===== src/rtl/matrix_tx_arbiter.sv =====
// Round-robin owner of the shared matrix-buffer + UART-send path: latches the winner's selector,
// sequences burst load / send, and pulses done to the winner. Optional watchdog: MATRIX_TX_TIMEOUT_EN.
module matrix_tx_arbiter #(
  parameter int NUM_REQ     = 3,
  parameter int SEL_IDX_W   = 2,
  parameter int TIMEOUT_CYC = 100000000
) (
  input  logic                                 clk,
  input  logic                                 rst,
  input  logic [NUM_REQ-1:0]                   req,
  input  logic [NUM_REQ*(6+SEL_IDX_W)-1:0]     req_sel,
  input  logic                                 buf_full,
  input  logic                                 send_done,
  output logic [NUM_REQ-1:0]                   grant,
  output logic [NUM_REQ-1:0]                   done,
  output logic [2:0]                           sel_row,
  output logic [2:0]                           sel_col,
  output logic [SEL_IDX_W-1:0]                 sel_idx,
  output logic                                 matrix_burst_en,
  output logic                                 send_trig,
  output logic                                 busy,
  output logic                                 err_timeout
);

  localparam int SW = 6 + SEL_IDX_W;
  localparam int PW = (NUM_REQ > 1) ? $clog2(NUM_REQ) : 1;

  if (NUM_REQ < 1 || TIMEOUT_CYC < 1) begin : g_param_check
    $error("matrix_tx_arbiter: NUM_REQ and TIMEOUT_CYC must be >= 1");
  end

  typedef enum logic [2:0] {IDLE, BURST, WAIT_BUF, SEND, WAIT_DONE, RELEASE} state_t;

  state_t              state, state_next;
  logic [PW-1:0]       rr_ptr, owner, winner;
  logic                winner_vld;
  logic [SW-1:0]       sel_q;
  logic [2*NUM_REQ-1:0] req_rot;
  int unsigned         win_off;
  logic                wd_expired;

  // Rotate requests so bit 0 is the rr_ptr position; first set bit is the winner offset.
  always_comb begin
    req_rot    = {req, req} >> rr_ptr;
    win_off    = 0;
    winner_vld = 1'b0;
    for (int unsigned k = 0; k < NUM_REQ; k++) begin
      if (!winner_vld && req_rot[k]) begin
        winner_vld = 1'b1;
        win_off    = k;
      end
    end
    winner = PW'((32'(rr_ptr) + win_off) % NUM_REQ);
  end

`ifdef MATRIX_TX_TIMEOUT_EN
  localparam int TW = (TIMEOUT_CYC > 2) ? $clog2(TIMEOUT_CYC) : 1;
  logic [TW-1:0] wd_cnt;
  logic          to_flag;

  always_ff @(posedge clk) begin
    if (rst || state_next != state) wd_cnt <= '0;
    else if (state == WAIT_BUF || state == WAIT_DONE) wd_cnt <= wd_cnt + 1'b1;
  end

  assign wd_expired = (wd_cnt == TW'(TIMEOUT_CYC - 1));

  // Set only on the edge into RELEASE that was not caused by a real send_done.
  always_ff @(posedge clk) begin
    if (rst) to_flag <= 1'b0;
    else     to_flag <= (state_next == RELEASE) && !(state == WAIT_DONE && send_done);
  end

  assign err_timeout = to_flag && (state == RELEASE);
`else
  assign wd_expired  = 1'b0;
  assign err_timeout = 1'b0;
`endif

  always_ff @(posedge clk) begin
    if (rst) state <= IDLE;
    else     state <= state_next;
  end

  always_comb begin
    state_next = state;
    unique case (state)
      IDLE:      if (winner_vld) state_next = BURST;
      BURST:     state_next = WAIT_BUF;
      WAIT_BUF:  if (buf_full) state_next = SEND;
                 else if (wd_expired) state_next = RELEASE;
      SEND:      state_next = WAIT_DONE;
      WAIT_DONE: if (send_done || wd_expired) state_next = RELEASE;
      RELEASE:   state_next = IDLE;
      default:   state_next = IDLE;
    endcase
  end

  always_ff @(posedge clk) begin
    if (rst) begin
      rr_ptr <= '0;
      owner  <= '0;
      sel_q  <= '0;
    end else begin
      if (state == IDLE && winner_vld) begin
        owner <= winner;
        sel_q <= req_sel[winner*SW +: SW];
      end
      if (state == RELEASE) rr_ptr <= PW'((32'(owner) + 1) % NUM_REQ);
    end
  end

  always_comb begin
    grant           = '0;
    done            = '0;
    matrix_burst_en = (state == BURST);
    send_trig       = (state == SEND);
    busy            = (state != IDLE);
    if (state == BURST || state == WAIT_BUF || state == SEND || state == WAIT_DONE)
      grant = NUM_REQ'(1) << owner;
    if (state == RELEASE)
      done = NUM_REQ'(1) << owner;
  end

  assign sel_row = sel_q[SW-1 -: 3];
  assign sel_col = sel_q[SEL_IDX_W+2 -: 3];
  assign sel_idx = sel_q[SEL_IDX_W-1:0];

endmodule


===== config.mk =====
export PLATFORM = sky130hd
export DESIGN_NAME = matrix_tx_arbiter
export DESIGN_NICKNAME = d
export VERILOG_FILES = /design/src/rtl/matrix_tx_arbiter.sv
export SDC_FILE = /design/constraint.sdc
export NUM_CORES = 1
export LEC_CHECK = 0
export BUFFER_PORTS_ARGS = -buffer_cell sky130_fd_sc_hd__buf_2
export CELL_PAD_IN_SITES_DETAIL_PLACEMENT = 1
export CELL_PAD_IN_SITES_GLOBAL_PLACEMENT = 2
export CORE_UTILIZATION = 26
export CTS_BUF_LIST = sky130_fd_sc_hd__clkbuf_8
export DETAILED_ROUTE_END_ITERATION = 16
export GPL_TIMING_DRIVEN = 0
export PLACE_DENSITY = 0.77
export SETUP_SLACK_MARGIN = 0.1
export SYNTH_ARGS = -nofsm -noshare
export SYNTH_HDL_FRONTEND = slang
export SYNTH_SLANG_ARGS = --single-unit
export TNS_END_PERCENT = 30

===== constraint.sdc =====
create_clock -name clk -period 3.1 [get_ports clk]
set_input_delay 0.62 -clock clk [delete_from_list [all_inputs] [get_ports clk]]
set_output_delay 0.62 -clock clk [all_outputs]
set_load 0.05 [all_outputs]

==> results by group, run 1 <==
Worst hold path
  – Hold Crit Start: sel_q[0]
  – Hold path endpoint: sel_q[0]
  – Min-delay worst type: flip-flop to flip-flop
  – Cell depth of the worst hold path: 2

Synthesis
  – Syn_nets: 196
  – Ys Warns: 0
  – Post-synth EDFFs: 0
  – Avg Cell Area, Syn: 8.39 µm²
  – Register area share after synthesis: 22.5%
  – Post-Syn Instances: roughly 160
  – Synth Cell Area: 1330 µm²
  – Netlist cell types: 44
  – FF+latch count, synth: 15
  – Async set or reset register ratio after synthesis: 0%
  – Ys flop type: dfxtp_1

STA
  – Clock period minus worst slack: between 3 and 4 ns
  – Hold slack: a little over 0.5 ns
  – Final hold violations: 0
  – Skew final: 0.00704 ns
  – Tcrit/Tclk final: 98.5%
  – Final Max Tran Viols: 0
  – Unrepaired setup endpoints after global routing: yes
  – Worst-Margin Slew: 0.527 ns
  – Max transition margin: 64.7%
  – Final setup viols: 0
  – Max Clock Freq: around 0.33 GHz
  – Setup TNS: 0 ns

Job
  – Max-cap viol count: 0

Die
  – DIE HEIGHT: approximately 74 µm
  – Chip Width: 73.6 µm
  – Die Footprint: 5420 µm²
  – I/O pin count: 49
  – Rows: 25
  – Core Box Area: 4820 µm²
  – Initial Utilization: 27.7%

Placed design
  – Hpwl dp: approximately 2.9 mm
  – Routability cong.: slightly above 0.7
  – Dpl cells: 272
  – # port buffers: 46

Finish
  – Filler cells: 617
  – Final nets: 257
  – Layout Cells excl Fill: approximately 290
  – Inserted Diodes: 0
  – Layout cells sized above 1: 43.4%
  – Area grow syn2layout: 41.6%

Setup path
  – Reg-to-Reg Start: rr_ptr[1]
  – Worst setup SP type: input port
  – Worst r2r path cells: 13
  – Worst Path Max Fanout: 7
  – Worst r2r dst: sel_q[6]
  – WS Path Type: input port to flip-flop
  – Worst reg-to-reg setup slack: between 0.1 and 0.15 ns
  – Kind of end point of the critical path: flip-flop
  – Critical path data arrival time: 3.22 ns
  – Required @ worst endpoint: 3.27 ns

Global routing
  – Global route overflow: 0
  – Initial antenna violation count: 0
  – Vias in the first global route: roughly 1400
  – First-pass GRT wire length: approximately 6.4 mm
  – Total GRT Usage: 15.2%
  – Largest net degree at the start of global routing: 11

CTS
  – H-tree lvl count: 1
  – CTS sink count: 15
  – Clock transition at path regs: 0.07 ns
  – CTS Root Buffer Type: clkbuf_8
  – Worst-skew pair later-pin latency: 0.26 ns
  – Max Root-Sink Buffers: 2
  – CTS Buf Count: 3
  – CTS tree: built
  – Hold buffers post-CTS: 0

Pwr
  – Maximum VDD drop: 0.000347 V
  – Total power: approximately 0.00095 W
  – Leak: roughly 0.86 nW
  – Pwr Density: 502 nW/µm²

Status
  – Status: completed

Drt
  – DRT iter0 DRCs: 31
  – Drt pass-1 iters: 4
  – Post-route ant nets: 0
  – Remaining DRCs: 0
  – Via Count: 1395
  – Post-Route WL: around 4.0 mm
  – WL per Instance: 13.8 µm
  – Vias per cell: 4.88
cells in the mapped netlist, types with 2 or more instances:
| library cell | number | area, µm² |
|---|---|---|
| a211oi_1 | 7 | 52.6 |
| a211oi_2 | 2 | 25.0 |
| a21oi_1 | 2 | 10.0 |
| a31oi_1 | 2 | 12.5 |
| a32oi_1 | 14 | 123 |
| a41oi_1 | 2 | 17.5 |
| and2_1 | 6 | 37.5 |
| and3_1 | 2 | 12.5 |
| buf_2 | 2 | 10.0 |
| buf_6 | 2 | 22.5 |
| clkbuf_1 | 3 | 11.3 |
| dfxtp_1 | 15 | 300 |
| ha_1 | 5 | 62.6 |
| inv_1 | 16 | 60.1 |
| mux2i_1 | 9 | 90.1 |
| nand2_1 | 10 | 37.5 |
| nor2_1 | 19 | 71.3 |
| nor2b_1 | 2 | 12.5 |
| nor3_1 | 3 | 15.0 |
| nor3b_1 | 3 | 22.5 |
| o211ai_1 | 8 | 60.1 |
| o21ai_0 | 2 | 10.0 |
| xnor2_1 | 2 | 17.5 |
power by group:
part           switching [W]  internal, W
registers          0.0000252     0.000227
logic               0.000335     0.000191
clock network      0.0000787    0.0000906
placed cells by master (no fill, tap or decap), drive strengths merged, types with 2 or more instances in the layout:
cell type,count
buf,63
nor2,21
inv,16
dfxtp,15
a32oi,14
nand2,11
mux2i,9
a211oi,9
o211ai,8
and2,6
ha,5
clkbuf,5
nor3,4
nor3b,3
nor2b,3
xnor2,3
a31oi,2
and3,2
o21ai,2
a21oi,2
or3,2
a41oi,2
worst max-delay path: stages:
cell      delay [ns]
buf_8           0.08
inv_4           0.03
or3_1           0.34
a31oi_1         0.18
ha_2            0.19
inv_2           0.03
fa_2            0.57
nor2b_4         0.06
ha_4            0.25
buf_6           0.11
nand2_4         0.04
a21o_4          0.24
o211ai_1        0.10
a32oi_1         0.12
a211oi_1        0.24
metrics by stage:
step / cell area (µm²) / utilization, % / worst slack, ns
CTS: 1830 / 38.0 / 0.0299
global route: 1890 / 39.2 / -0.0830
finish: 1890 / 39.2 / 0.0459
floorplan: 1370 / - / -0.0365
global placement: 1680 / 34.9 / -0.472
detailed placement: 1680 / 34.9 / -0.493
worst max path at each step:
stage	startpoint	endpoint	slack [ns]	cells past startpoint
after global routing	req[2]	sel_q[6]	-0.08	15
after global placement	req[1]	sel_q[0]	-0.47	14
after floorplan	req[1]	sel_q[2]	-0.04	13
after detailed placement	req[1]	sel_q[2]	-0.49	14
after CTS	req[2]	sel_q[4]	0.03	15
final	req[2]	sel_q[6]	0.05	15
area by class of cell:
class	instances	area, µm²	area share (%)
buffer	9	76.3	4.04
clock buffer	3	41.3	2.19
clock inverter	1	7.51	0.398
inverter	16	62.6	3.31
multi-input combinational	119	981	52.0
sequential	15	302	16.0
tap	67	83.8	4.44
timing repair buffer	56	334	17.7
metal layers:
layer,vias to the layer above,global-route usage (%),wire length [µm]
li1,702,-,-
met5,-,0,0
met2,27,25.8,1990
met3,2,2.47,118
met4,0,3.21,14
met1,664,20.3,1830
cell families (layout without fill, tap and decap cells):
kind of cell    after synthesis  count (layout)  synth area share, %
fa+ha+maj                     6               6                 6.19
mux                          10              10                 7.60
flops                        15              15                 22.5
xor+xnor                      3               3                 3.38
simple gates                 55              55                 22.6
compound gates               44              44                 28.0
buf+inv                      25              85                 9.47
other cells                   1               1                0.281
state kept, by name, summed over array words and instances (netlist names):
| name | flops |
|---|---|
| sel_q | 8 |
| owner | 2 |
| rr_ptr | 2 |
| state | 3 |
what timing repair did:
item / 4_1_cts / 5_1_grt
pin swaps: 10 / 5
endpoints found under the setup margin: 9 / 9
gates resized for setup: 13 / 8
buffers inserted: 8 / 2
Power figures use the tool's default switching activity.
==> run 2, diff against run 1 <==
--- a/config.mk
+++ b/config.mk
@@ -12,7 +12,7 @@
 export CTS_BUF_LIST = sky130_fd_sc_hd__clkbuf_8
 export DETAILED_ROUTE_END_ITERATION = 16
 export GPL_TIMING_DRIVEN = 0
-export PLACE_DENSITY = 0.77
+export PLACE_DENSITY = 0.79
 export SETUP_SLACK_MARGIN = 0.1
 export SYNTH_ARGS = -nofsm -noshare
 export SYNTH_HDL_FRONTEND = slang
==> run 2 against run 1 <==
  * Final area fell by 0.60%
  * Hold slack about the same
  * Wire length about the same
  * Highest routed layer unchanged
==> results by group, run 2 (synthesized netlist as in run 1, its figures left out) <==
Pwr
  – Total power: 0.000926 W (was 0.000947 W)
  – Leak: 0.856 nW (was 0.858 nW)
  – Pwr Density: 494 nW/µm² (was 502 nW/µm²)
  – Maximum VDD drop: 0.000288 V (was 0.000347 V)

Setup path
  – Kind of end point of the critical path: flip-flop (unchanged)
  – Critical-path cell list: buf_8 > inv_6 > or3_1 > a31oi_2 > ha_2 > inv_2 > fa_2 > nor2b_4 > ha_4 > buf_6 > clkbuf_4 > o211ai_1 > a32oi_2 > a211oi_2 (was buf_8 > inv_4 > or3_1 > a31oi_1 > ha_2 > inv_2 > fa_2 > nor2b_4 > ha_4 > buf_6 > nand2_4 > a21o_4 > o211ai_1 > a32oi_1 > a211oi_1)
  – Largest stage delay, worst path: 0.56 ns (was 0.57 ns)
  – Required @ worst endpoint: 3.27 ns (about the same)
  – Worst setup SP type: input port (unchanged)
  – Slowest CP cell: fa_2 (unchanged)
  – WS Path Type: input port to flip-flop (unchanged)
  – Worst Path Max Fanout: 10 (was 7)
  – Critical path data arrival time: 3.26 ns (was 3.22 ns)

STA
  – Final setup viols: 0 (unchanged)
  – Max Clock Freq: 0.323 GHz (was 0.327 GHz)
  – Tcrit/Tclk final: 99.9% (was 98.5%)
  – Final worst slack: 0.00229 ns (was 0.0459 ns)
  – Skew final: 0.000940 ns (was 0.00704 ns)
  – Max transition margin: 65.1% (was 64.7%)
  – Unrepaired setup endpoints after global routing: yes (unchanged)
  – Worst-Margin Slew: 0.521 ns (was 0.527 ns)
  – Final Max Tran Viols: 0 (unchanged)
  – Final hold violations: 0 (unchanged)
  – Clock period minus worst slack: 3.10 ns (was 3.05 ns)

Global routing
  – Largest net degree at the start of global routing: 11 (unchanged)
  – Vias in the first global route: 1415 (was 1397)
  – Initial antenna violation count: 0 (unchanged)
  – Global route overflow: 0 (unchanged)
  – First-pass GRT wire length: 6.56 mm (was 6.42 mm)
  – Total GRT Usage: 15.6% (was 15.2%)

Finish
  – Storage cell area: 302 µm² (unchanged)
  – Layout cells sized above 1: 43.6% (was 43.4%)
  – Reg with most FFs: sel_q (unchanged)
  – Footprint of the multi-input gates: 982 µm² (was 981 µm²)
  – Design area: 1880 µm² (was 1890 µm²)
  – Final nets: 256 (was 257)
  – Filler cells: 621 (was 617)
  – Area grow syn2layout: 40.7% (was 41.6%)
  – Inserted Diodes: 0 (unchanged)
  – Max reg flops: 8 (unchanged)
  – Most frequent cells in the layout: 45 x buf_2, 18 x nor2_1, 14 x dfxtp_1 (unchanged)
  – Commonest non-fill, non-tap cell in the layout: buf_2 (unchanged)
  – Largest regs: sel_q (8), state (3) (unchanged)

Die
  – Initial Utilization: 27.7% (unchanged)
  – Core Box Area: 4820 µm² (unchanged)
  – DIE HEIGHT: 73.6 µm (unchanged)
  – Rows: 25 (unchanged)
  – Die Footprint: 5420 µm² (unchanged)
  – I/O pin count: 49 (unchanged)
  – Chip Width: 73.6 µm (unchanged)

Drt
  – WL per Instance: 13.9 µm (was 13.8 µm)
  – DRT iter0 DRCs: 27 (was 31)
  – Met2 WL: 2.01 mm (was 1.99 mm)
  – Remaining DRCs: 0 (unchanged)
  – Top Metal Used: met4 (unchanged)
  – M1 wire length: 1.80 mm (was 1.83 mm)
  – Post-route ant nets: 0 (unchanged)
  – Drt pass-1 iters: 4 (unchanged)
  – Routed length on met3: 107 µm (was 118 µm)
  – Post-Route WL: 3.95 mm (about the same)
  – Via Count: 1403 (was 1395)
  – Vias per cell: 4.92 (was 4.88)

CTS
  – Hold buffers post-CTS: 0 (unchanged)
  – CTS Buf Count: 3 (unchanged)
  – Max Root-Sink Buffers: 2 (unchanged)
  – CTS tree: built (unchanged)
  – H-tree lvl count: 1 (unchanged)
  – CTS Root Buffer Type: clkbuf_8 (unchanged)
  – Worst-skew pair later-pin latency: 0.24 ns (was 0.26 ns)
  – Clock transition at path regs: 0.06 ns (was 0.07 ns)
  – CTS sink count: 15 (unchanged)

Job
  – Max-cap viol count: 0 (unchanged)

Status
  – Status: completed (unchanged)

Worst hold path
  – Min-delay worst type: flip-flop to flip-flop (unchanged)

Placed design
  – Placement Cell Area: 1680 µm² (unchanged)
  – Hpwl dp: 3.05 mm (was 2.95 mm)
  – Routability cong.: 0.739 (was 0.705)
  – # port buffers: 46 (unchanged)
  – Dpl ws: -0.521 ns (was -0.493 ns)
==> run 2: what timing repair did <==
item	CTS	global route
pin swaps	18	5
resized for setup	13	8
setup endpoints to repair	10	10
cloned	0	0
buffers inserted	9	0
==> run 2: where the power goes <==
group	total [W]	switching (W)	internal, W
clock network	0.000152	0.0000648	0.0000875
registers	0.000254	0.0000264	0.000228
logic	0.000520	0.000330	0.000190
==> run 2: area by class of cell <==
type | count | share of cell area, %
multi-input cells | 119 | 52.3
inverters | 16 | 3.47
plain buffers | 9 | 4.07
clock buffers | 3 | 2.20
flip-flops and latches | 15 | 16.1
clock inverters | 1 | 0.200
repair buffers | 55 | 17.2
well taps | 67 | 4.47
==> run 2: layer usage <==
layer	vias up	track usage [%]
met3	2	2.47
met2	25	27.9
met1	677	19.8
li1	699	-
met5	-	0
met4	0	2.56
==> run 2: path summary, 6_finish.rpt <==
path         slack (ns)      start  depth (start not counted)       end
max reg2reg        0.11  rr_ptr[1]                         12  sel_q[2]
min                0.51   sel_q[0]                          2  sel_q[0]
min reg2reg        0.51   sel_q[0]                          2  sel_q[0]
max               0.002     req[2]                         14  sel_q[2]
==> run 2: through the flow <==
stage / hold WS (ns) / cells / setup TNS (ns) / util (%)
after floorplan: 0.487 / 159 / -0.117 / -
after global placement: 0.496 / 272 / -3.55 / 34.9
after detailed placement: 0.497 / 272 / -4.24 / 34.9
after CTS: 0.505 / 285 / -0.00174 / 38.4
after global routing: 0.541 / 285 / -0.474 / 39.0
final: 0.507 / 285 / 0 / 39.0
==> run 2: critical path, delay by kind of cell <==
kind                     cells  cell delay, ns
AO/OA/AOI/OAI                4            0.81
adder cells (fa/ha/maj)      3            0.98
AND/OR/NAND/NOR              2            0.41
buffers and inverters        5            0.44
